## src/rtl/mem_pkg.sv

```systemverilog
// Shared memory-access definitions for the processor data port and the data cache:
// access-size codes, controller state encoding and big-endian lane order.
package mem_pkg;

    localparam logic [1:0] SZ_BYTE = 2'b00;
    localparam logic [1:0] SZ_HALF = 2'b01;
    localparam logic [1:0] SZ_WORD = 2'b10;

    // Byte offset 0 lives in bits 31:24, so its enable is the MSB of byteen.
    localparam logic [3:0] BE_LANE0 = 4'b1000;

    typedef enum logic [1:0] {
        IDLE = 2'b00,
        BUSY = 2'b01,
        DONE = 2'b10
    } state_t;

endpackage

```

## src/rtl/dmem_access_ctrl_if.sv

```systemverilog
// Data-cache request/response bus between the processor-side initiator (master)
// and the data cache (slave).
interface dmem_access_ctrl_if;

    logic        memwrite;
    logic        memread;
    logic [31:0] dataadr;
    logic [31:0] writedata;
    logic [3:0]  byteen;
    logic [31:0] readdata;
    logic        dataack;

    modport master (
        output memwrite, memread, dataadr, writedata, byteen,
        input  readdata, dataack
    );

    modport slave (
        input  memwrite, memread, dataadr, writedata, byteen,
        output readdata, dataack
    );

endinterface

```

## src/rtl/mem_lane_align.sv

```systemverilog
// Combinational big-endian lane logic: byte enables and replicated store data
// from size/offset, plus extraction and extension of a load from the cache word.
module mem_lane_align
    import mem_pkg::*;
(
    input  logic [1:0]  i_size,
    input  logic [1:0]  i_offset,
    input  logic        i_signed,
    input  logic [31:0] i_wdata,
    input  logic [31:0] i_rdata,
    output logic [3:0]  o_byteen,
    output logic [31:0] o_wdata,
    output logic [31:0] o_rdata
);

    logic [7:0]  w_lane [4];
    logic [7:0]  w_byte;
    logic [15:0] w_half;

    genvar gi;
    generate
        for (gi = 0; gi < 4; gi++) begin : g_lane
            assign w_lane[gi] = i_rdata[31 - 8*gi -: 8];
        end
    endgenerate

    assign w_byte = w_lane[i_offset];
    assign w_half = i_offset[1] ? i_rdata[15:0] : i_rdata[31:16];

    // Size code 11 falls through to the word case.
    always_comb begin
        o_byteen = 4'b1111;
        o_wdata  = i_wdata;
        o_rdata  = i_rdata;
        case (i_size)
            SZ_BYTE: begin
                o_byteen = BE_LANE0 >> i_offset;
                o_wdata  = {4{i_wdata[7:0]}};
                o_rdata  = {{24{i_signed & w_byte[7]}}, w_byte};
            end
            SZ_HALF: begin
                o_byteen = i_offset[1] ? 4'b0011 : 4'b1100;
                o_wdata  = {2{i_wdata[15:0]}};
                o_rdata  = {{16{i_signed & w_half[15]}}, w_half};
            end
            default: ;
        endcase
    end

endmodule

```

## src/rtl/dmem_access_ctrl.sv

```systemverilog
// Processor-side data-cache initiator: turns one memory-stage load/store into a
// held cache request, stalls until ack or timeout, then returns aligned load data.
module dmem_access_ctrl
    import mem_pkg::*;
#(
    parameter int TIMEOUT = 16
) (
    input  logic                       clk,
    input  logic                       reset,
    input  logic                       req_valid,
    input  logic                       req_write,
    input  logic [1:0]                 req_size,
    input  logic                       req_signed,
    input  logic [31:0]                req_addr,
    input  logic [31:0]                req_wdata,
    output logic                       stall,
    output logic                       done,
    output logic [31:0]                loaddata,
    output logic                       misaligned,
    output logic                       buserr,
    dmem_access_ctrl_if.master         bus
);

    localparam int CW = (TIMEOUT > 0) ? $clog2(TIMEOUT + 1) : 1;
    localparam logic [CW-1:0] CNT_LAST = CW'((TIMEOUT > 0) ? TIMEOUT - 1 : 0);
    localparam logic [CW-1:0] CNT_MAX  = '1;

    state_t      r_state;
    state_t      w_state_next;
    logic [CW-1:0] r_cnt;
    logic        r_memwrite;
    logic        r_memread;
    logic [31:0] r_dataadr;
    logic [31:0] r_writedata;
    logic [3:0]  r_byteen;
    logic [1:0]  r_size;
    logic [1:0]  r_offset;
    logic        r_signed;
    logic [31:0] r_loaddata;

    logic        w_accept;
    logic        w_cnt_hit;
    logic [1:0]  w_sel_size;
    logic [1:0]  w_sel_offset;
    logic        w_sel_signed;
    logic [3:0]  w_byteen;
    logic [31:0] w_wdata_rep;
    logic [31:0] w_rdata_ext;

    assign misaligned = ((req_size == SZ_HALF) && req_addr[0]) ||
                        (req_size[1] && (req_addr[1:0] != 2'b00));
    assign w_accept   = (r_state == IDLE) && req_valid && !misaligned;
    assign w_cnt_hit  = (TIMEOUT != 0) && (r_cnt == CNT_LAST);

    // One aligner serves both directions: request fields while idle, captured fields while busy.
    assign w_sel_size   = (r_state == IDLE) ? req_size        : r_size;
    assign w_sel_offset = (r_state == IDLE) ? req_addr[1:0]   : r_offset;
    assign w_sel_signed = (r_state == IDLE) ? req_signed      : r_signed;

    mem_lane_align u_align (
        .i_size   (w_sel_size),
        .i_offset (w_sel_offset),
        .i_signed (w_sel_signed),
        .i_wdata  (req_wdata),
        .i_rdata  (bus.readdata),
        .o_byteen (w_byteen),
        .o_wdata  (w_wdata_rep),
        .o_rdata  (w_rdata_ext)
    );

    always_ff @(posedge clk) begin
        if (reset) r_state <= IDLE;
        else       r_state <= w_state_next;
    end

    always_comb begin
        w_state_next = r_state;
        stall        = 1'b0;
        done         = 1'b0;
        buserr       = 1'b0;
        case (r_state)
            IDLE: begin
                if (w_accept) begin
                    stall        = 1'b1;
                    w_state_next = BUSY;
                end
            end
            BUSY: begin
                stall = 1'b1;
                if (bus.dataack) begin
                    w_state_next = DONE;
                end else if (w_cnt_hit) begin
                    buserr       = 1'b1;
                    stall        = 1'b0;
                    w_state_next = IDLE;
                end
            end
            DONE: begin
                done         = 1'b1;
                w_state_next = IDLE;
            end
            default: w_state_next = IDLE;
        endcase
    end

    always_ff @(posedge clk) begin
        if (reset) begin
            r_cnt       <= '0;
            r_memwrite  <= 1'b0;
            r_memread   <= 1'b0;
            r_dataadr   <= '0;
            r_writedata <= '0;
            r_byteen    <= '0;
            r_size      <= SZ_BYTE;
            r_offset    <= 2'b00;
            r_signed    <= 1'b0;
            r_loaddata  <= '0;
        end else if (w_accept) begin
            r_cnt       <= '0;
            r_memwrite  <= req_write;
            r_memread   <= !req_write;
            r_dataadr   <= {req_addr[31:2], 2'b00};
            r_writedata <= w_wdata_rep;
            r_byteen    <= w_byteen;
            r_size      <= req_size;
            r_offset    <= req_addr[1:0];
            r_signed    <= req_signed;
        end else if (r_state == BUSY) begin
            if (bus.dataack) begin
                r_loaddata <= w_rdata_ext;
                r_memwrite <= 1'b0;
                r_memread  <= 1'b0;
            end else if (w_cnt_hit) begin
                r_memwrite <= 1'b0;
                r_memread  <= 1'b0;
            end else if (r_cnt != CNT_MAX) begin
                r_cnt <= r_cnt + 1'b1;
            end
        end
    end

    assign loaddata      = r_loaddata;
    assign bus.memwrite  = r_memwrite;
    assign bus.memread   = r_memread;
    assign bus.dataadr   = r_dataadr;
    assign bus.writedata = r_writedata;
    assign bus.byteen    = r_byteen;

endmodule

```

## src/flat_wrapper.sv

```systemverilog
// flat-port wrapper written by rule: the top's interface ports become plain ports
module dmem_access_ctrl_flat import mem_pkg::*;
#(
    parameter int TIMEOUT = 16
)
  (clk, reset, req_valid, req_write, req_size, req_signed, req_addr, req_wdata, stall, done, loaddata, misaligned, buserr, bus_memwrite, bus_memread, bus_dataadr, bus_writedata, bus_byteen, bus_readdata, bus_dataack);
  dmem_access_ctrl_if bus_i ();
  input  logic clk;
  input  logic reset;
  input  logic req_valid;
  input  logic req_write;
  input  logic [1:0] req_size;
  input  logic req_signed;
  input  logic [31:0] req_addr;
  input  logic [31:0] req_wdata;
  output logic stall;
  output logic done;
  output logic [31:0] loaddata;
  output logic misaligned;
  output logic buserr;
  output wire logic [$bits(bus_i.memwrite)-1:0] bus_memwrite;
  output wire logic [$bits(bus_i.memread)-1:0] bus_memread;
  output wire logic [$bits(bus_i.dataadr)-1:0] bus_dataadr;
  output wire logic [$bits(bus_i.writedata)-1:0] bus_writedata;
  output wire logic [$bits(bus_i.byteen)-1:0] bus_byteen;
  input wire logic [$bits(bus_i.readdata)-1:0] bus_readdata;
  input wire logic [$bits(bus_i.dataack)-1:0] bus_dataack;
  assign bus_memwrite = bus_i.memwrite;
  assign bus_memread = bus_i.memread;
  assign bus_dataadr = bus_i.dataadr;
  assign bus_writedata = bus_i.writedata;
  assign bus_byteen = bus_i.byteen;
  assign bus_i.readdata = bus_readdata;
  assign bus_i.dataack = bus_dataack;
  dmem_access_ctrl #(.TIMEOUT(TIMEOUT)) u_core (.clk(clk), .reset(reset), .req_valid(req_valid), .req_write(req_write), .req_size(req_size), .req_signed(req_signed), .req_addr(req_addr), .req_wdata(req_wdata), .stall(stall), .done(done), .loaddata(loaddata), .misaligned(misaligned), .buserr(buserr), .bus(bus_i));
endmodule
```

## config.mk

```make
export PLATFORM = sky130hd
export DESIGN_NAME = dmem_access_ctrl_flat
export DESIGN_NICKNAME = d
export VERILOG_FILES = /design/src/rtl/mem_pkg.sv /design/src/rtl/dmem_access_ctrl_if.sv /design/src/rtl/mem_lane_align.sv /design/src/rtl/dmem_access_ctrl.sv /design/src/flat_wrapper.sv
export SDC_FILE = /design/constraint.sdc
export NUM_CORES = 1
export LEC_CHECK = 0
export ABC_AREA = 1
export ABC_CLOCK_PERIOD_IN_PS = 2200
export CAP_MARGIN = 20
export CORE_MARGIN = 1.5
export CORE_UTILIZATION = 25
export DETAILED_ROUTE_END_ITERATION = 8
export MAX_ROUTING_LAYER = met4
export PLACE_DENSITY_LB_ADDON = 0.12
export SLEW_MARGIN = 20
export SYNTH_ARGS = -nofsm -noshare
export SYNTH_HDL_FRONTEND = slang
export SYNTH_SLANG_ARGS = --single-unit
```

## constraint.sdc

```tcl
create_clock -name clk -period 2.2 [get_ports clk]
set_input_delay 0.33 -clock clk [delete_from_list [all_inputs] [get_ports clk]]
set_output_delay 0.33 -clock clk [all_outputs]
set_load 0.02 [all_outputs]
```

* Yosys cells after proc, flatten, opt, wreduce, memory -nomap -nowiden *
Cells that the tools add are included.

word-level totals
  register bits after elaboration = 112
  input port bits = 104
  output and inout bits = 106
  logic and storage cells = 73

operators by class
  $add $sub $neg = 1
  magnitude comparators = 1
  equal/unequal tests = 8
  shift-type cells = 1
  mux-type cells = 28
  bitwise gates (word level) = 6
  reductions and logical operators = 17

operators by type and width
  operator                                                   count
  one-hot mux 32 bit (2 select lines)                        2
  binary-select mux 8 bit (select 2 bit)                     1
  two-way mux 16 bit                                         1
  two-way mux 8 bit                                          2
  two-way mux 1 bit                                          13
  two-way mux 2 bit                                          5
  one-hot mux 4 bit (2 select lines)                         1
  == test 2 x 1 -> 1 bit (second input constant)             3
  adder 5 x 1 -> 5 bit (second input constant)               1
  == test 5 x 4 -> 1 bit (second input constant)             1
  inequality test 5 bit (second input constant)              1
  logical AND 1 bit                                          4
  logical NOT 2 bit                                          2
  two-way mux 4 bit                                          1
  one-hot mux 2 bit (2 select lines)                         1
  AND reduction 2 bit                                        2
  AND reduction 4 bit                                        1
  nonzero test 2 bit                                         2
  right shift 4 x 2 -> 4 bit (first input constant)          1
  greater-or-equal comparator 3 bit (second input constant)  1
  inequality test 3 x 2 -> 1 bit (second input constant)     1
  NOT 1 bit                                                  3
  NOT 2 -> 3 bit                                             1
  AND reduction 3 bit                                        1
  other kinds (8)                                            10

* Depth between registers and ports, before layout *
  word-level depth = 8
  gate-level depth with buffers = 12
  mapped depth without buffers = 11

* By module *
A second synthesis with hierarchy kept.

unflattened totals
  cell total of the unflattened synthesis = 865
  area total of the unflattened synthesis = 5851.9 sq um

modules (own cells, without submodules)
  module            instances  cells an instance  area each (sq um)  seq. area each (sq um)
  dmem_access_ctrl  1          632                4762.1             2242.2
  mem_lane_align    1          233                1089.8             0.0

* Worst setup path after synthesis *
OpenSTA, ideal clock, no wires.

  kind = register to register
  start point = register u_core.r_cnt[0]
  end point = register u_core.r_cnt[0]
  library setup time = 0.072 ns
  arrival time = 1.745 ns
  required time = 2.128 ns
  slack = 0.383 ns
  stages on the path, launching flop included = 10
  buffers on the path = 0
  cell sequence = dfxtp_1 -> ha_1 -> and3_1 -> ha_1 -> nor2_1 -> nand2_1 -> nor2_1 -> inv_1 -> or2_2 -> a21oi_1

on the way
  cells in the longest elaborated chain, start to end = 3
  elaborated cells between the ends (all ways) = 5
  those cells by class = 1 x add/sub; 2 x eq/ne; 1 x bitwise; 1 x reduce/logical

ends and longest elaborated chain
  item                                                          line                     text
  start: declaration                                            dmem_access_ctrl.sv:30   logic [CW-1:0] r_cnt;
  start signal: assignment                                      dmem_access_ctrl.sv:137  r_cnt <= r_cnt + 1'b1;
  branches (longest 3 deep; another with adder 5 x 1 -> 5 bit)  --

Parallel ways; which one is timed is not known.
A chain may end at the register's enable or synchronous reset.

* Worst setup path after layout *
  start point = register u_core.r_cnt[0]
  end point = output port stall

on the way
  cells in the longest elaborated chain, start to end = 4

ends and longest elaborated chain
  item                                line                    text
  == test 5 x 4 -> 1 bit              dmem_access_ctrl.sv:53  assign w_cnt_hit = (TIMEOUT != 0) && (r_cnt == CNT_LAST);
  two-way mux 1 bit                   dmem_access_ctrl.sv:92  end else if (w_cnt_hit) begin
  two-way mux 1 bit                   dmem_access_ctrl.sv:90  if (bus.dataack) begin
  one-hot mux 1 bit (2 select lines)  dmem_access_ctrl.sv:81  case (r_state)
  end: declaration                    flat_wrapper.sv:16      output logic stall;

No other way between the ends.

==> flow_summary.ini <==
[grt]
grt_pass1_vias = 5140
grt_use_met2_pct = 25.66
grt_max_degree = 56
grtUsageMet1_pct = 24.02
grt-ovfl-total = 0
antenna_found_initial = 0
gr-usage-met3_pct = 2.781
top_usage_layer = met2
grt_pass1_wl_mm = 28.39
grt_util_all_layers_pct = 17.20

[worst_setup_path]
crit_chain = ha_1 > and3_1 > ha_1 > inv_1 > o21ai_0 > nand2_1 > clkbuf_2
crit_slowest_cell = dfxtp_2
crit_family = adder cells
setup.worst_path.end_class = output port
crit_start = u_core.r_cnt[0]$_SDFFE_PP0P_
cp_slowest_stage_delay_ns = 0.34
cp_common_cell = ha_1
arrival_ns = 1.68
r2r_end = u_core.r_cnt[0]$_SDFFE_PP0P_
required_ns = 1.87
crit_path_max_fanout = 4
r2r_cells = 9
reg2reg_slack_ns = 0.27
r2r_start = u_core.r_cnt[0]$_SDFFE_PP0P_
cp_num_buf_inv = 2
start_kind = flop
crit_type = reg2out

[power]
p_sw_share_pct = 30.97
power.density_nw_per_um2 = 657.9
vdd_drop_max_mv = 0.3275
seqPwrFrac_pct = 42.8
comb_power_share_pct = 26.6
p_leak_nw = 3.320
clkPwrFrac_pct = 30.6
p_int_w = 0.003620
total_power_w = 0.005244
power_switching_w = 0.001624

[placed_design]
port_buffers = 207
dp_cells = 1183
place_hpwl_mm = 13.15
place_congestion = 0.7959
post-place-ws_ns = -0.05691

[finish]
layout-drive-gt1-share_pct = 8.827
final_cell_mix = clkdlybuf4s50_1, o21ai_0, nand2_1
num_antenna_cells = 0
area_growth_pct = 54.71
stdcell_count = 1199
final_common_cell = clkdlybuf4s50_1
fin_nets = 1031
nFillCells = 2124

[detailed_routing]
drt-total-wl_mm = 18.06
drt_iter0_drc = 350
drtAntennaViolNets = 0
dr_total_vias = 5363
drt_pass1_iterations = 5
post-route-drc-count = 0
wl_per_cell_um = 15.06
via_per_inst = 4.473

[timing]
timing.setup.tns_ns = 0
timing.hold.ws_ns = 0.4685
fin_ws_ns = 0.1931
period_share_pct = 91.22
fmax_ghz = 0.4983
setup_viol = 0
slew_viol_final = 0
rsz0062_at_grt = no
hold_violations = 0
period_minus_slack_ns = 2.007
fin_skew_ns = 0.01560

[hold_path]
hp-class = reg2reg
holdPathEnd = u_core.bus.byteen[0]$_SDFFE_PP0P_
min_from = u_core.bus.byteen[0]$_SDFFE_PP0P_
min_path_cells = 2

[cts]
path_clk_slew_ns = 0.08
root_buffer = clkbuf_16
cts_max_path_buffers = 2
cts_buffers = 9
htreeDepth = 3
cts_hold_buf = 0
cts_tree = built
clk_latency_ns = 0.36
clock_sinks = 112

[run]
cap_violations = 0

[logic_synthesis]
synth_area_um2 = 5152
ys_ff_latch = 112
yosysTopAreaCellShare_pct = 43.52
synthCells = 712
ys_warn_count = 0
synth_edf_count = 0
synth_largest_area_cell = dfxtp_1
ys_seq_area_share_pct = 43.52
yosysUniqueCellTypes = 40
async_flop_share_pct = 0
synthFlopType = dfxtp_1
synth_area_leaders = dfxtp_1, o21ai_0, nand2_1
syn_avg_cell_area_um2 = 7.237

[floorplan]
die_y_um = 146.6
die_x_um = 146.6
die_area_um2 = 21480
start_util_pct = 25.46
io_pins = 210
core-area_um2 = 20230
rows = 52

[status]
outcome = complete, no violations
==> synth_stat cells, types with 4 or more instances <==
master,count
a41oi_1,8
clkbuf_1,28
a21oi_1,31
o21ai_0,123
inv_1,77
a31oi_1,9
buf_6,4
nand2_1,114
dfxtp_1,112
o21bai_1,16
nand4_1,8
nand3_1,21
nor2_1,91
o21a_1,7
buf_2,7
o211ai_1,7
or2_2,10
==> worst min-delay path, stage by stage, from the launching register on <==
cell and delay (ns):
dfxtp_1 0.31, nand2_1 0.06, a21oi_1 0.05
==> final cells by class <==
class / instances / area (um^2) / area share (%)
Clock inverter: 4 / 28.78 / 0.3610
Clock buffer: 12 / 246.5 / 3.092
Timing Repair Buffer: 243 / 2410 / 30.23
Multi-Input combinational cell: 475 / 2391 / 30.00
Inverter: 83 / 314.1 / 3.940
Sequential cell: 112 / 2243 / 28.14
Tap cell: 270 / 337.8 / 4.238
==> power by group through the flow <==
stage / clock [W] / combinational, W / sequential, W
4_1_cts: 0.00166 / 0.00142 / 0.00225
5_1_grt: 0.00173 / 0.00152 / 0.00226
2_1_floorplan: 0 / 0.000535 / 0.00245
3_5_place_dp: 0 / 0.00141 / 0.00229
6_report: 0.00160 / 0.00139 / 0.00225
3_3_place_gp: 0 / 0.00141 / 0.00230
==> flip-flops by register name (all words and copies together) (netlist names) <==
register and cells:
u_core.bus.byteen 4, u_core.r_cnt 5, u_core.r_state 2, u_core.bus.memread 1, u_core.r_offset 2, u_core.r_size 2
u_core.r_signed 1, u_core.bus.writedata 32, u_core.bus.dataadr 30, u_core.loaddata 32, u_core.bus.memwrite 1
==> kinds of logic (layout without fill, tap and decap cells) <==
| kind of cell | count (synthesis) | in the layout | share of synthesized area, % |
|---|---|---|---|
| simple gates | 258 | 258 | 22.03 |
| compound gates | 210 | 210 | 23.12 |
| buf+inv | 126 | 342 | 10.20 |
| fa+ha+maj | 3 | 3 | 0.7286 |
| other cells | 1 | 2 | 0.07278 |
| xor+xnor | 2 | 2 | 0.3400 |
| flops | 112 | 112 | 43.52 |
==> metal layers <==
layer | up-vias | share of wire (%)
met5 | - | 0
met4 | 0 | 1.3
met3 | 16 | 5.8
met2 | 188 | 43
met1 | 2415 | 50
li1 | 2744 | -
==> worst max-delay path by stage <==
| stage | to | slack, ns | cells after the start |
|---|---|---|---|
| finish | stall | 0.19 | 7 |
| global route | stall | 0.003 | 7 |
| global placement | u_core.loaddata[1]$_SDFFE_PP0P_ | -0.02 | 10 |
| CTS | buserr | 0.002 | 6 |
| detailed placement | u_core.loaddata[3]$_SDFFE_PP0P_ | -0.06 | 10 |
| floorplan | u_core.r_cnt[0]$_SDFFE_PP0P_ | 0.38 | 9 |
==> through the flow <==
step | cell area (um^2) | utilization (%)
final | 7971 | 39.40
after global routing | 7971 | 39.40
after CTS | 7978 | 39.43
after detailed placement | 7702 | 38.07
after global placement | 7702 | 38.07
after floorplan | 5156 | -
==> repair_timing <==
item / CTS / global route
endpoints found under the setup margin: 2 / 3
hold endpoints to repair: 0 / 0
resized for setup: 4 / 5
buffers inserted: 0 / 0
(Power assumes the default switching activity.)
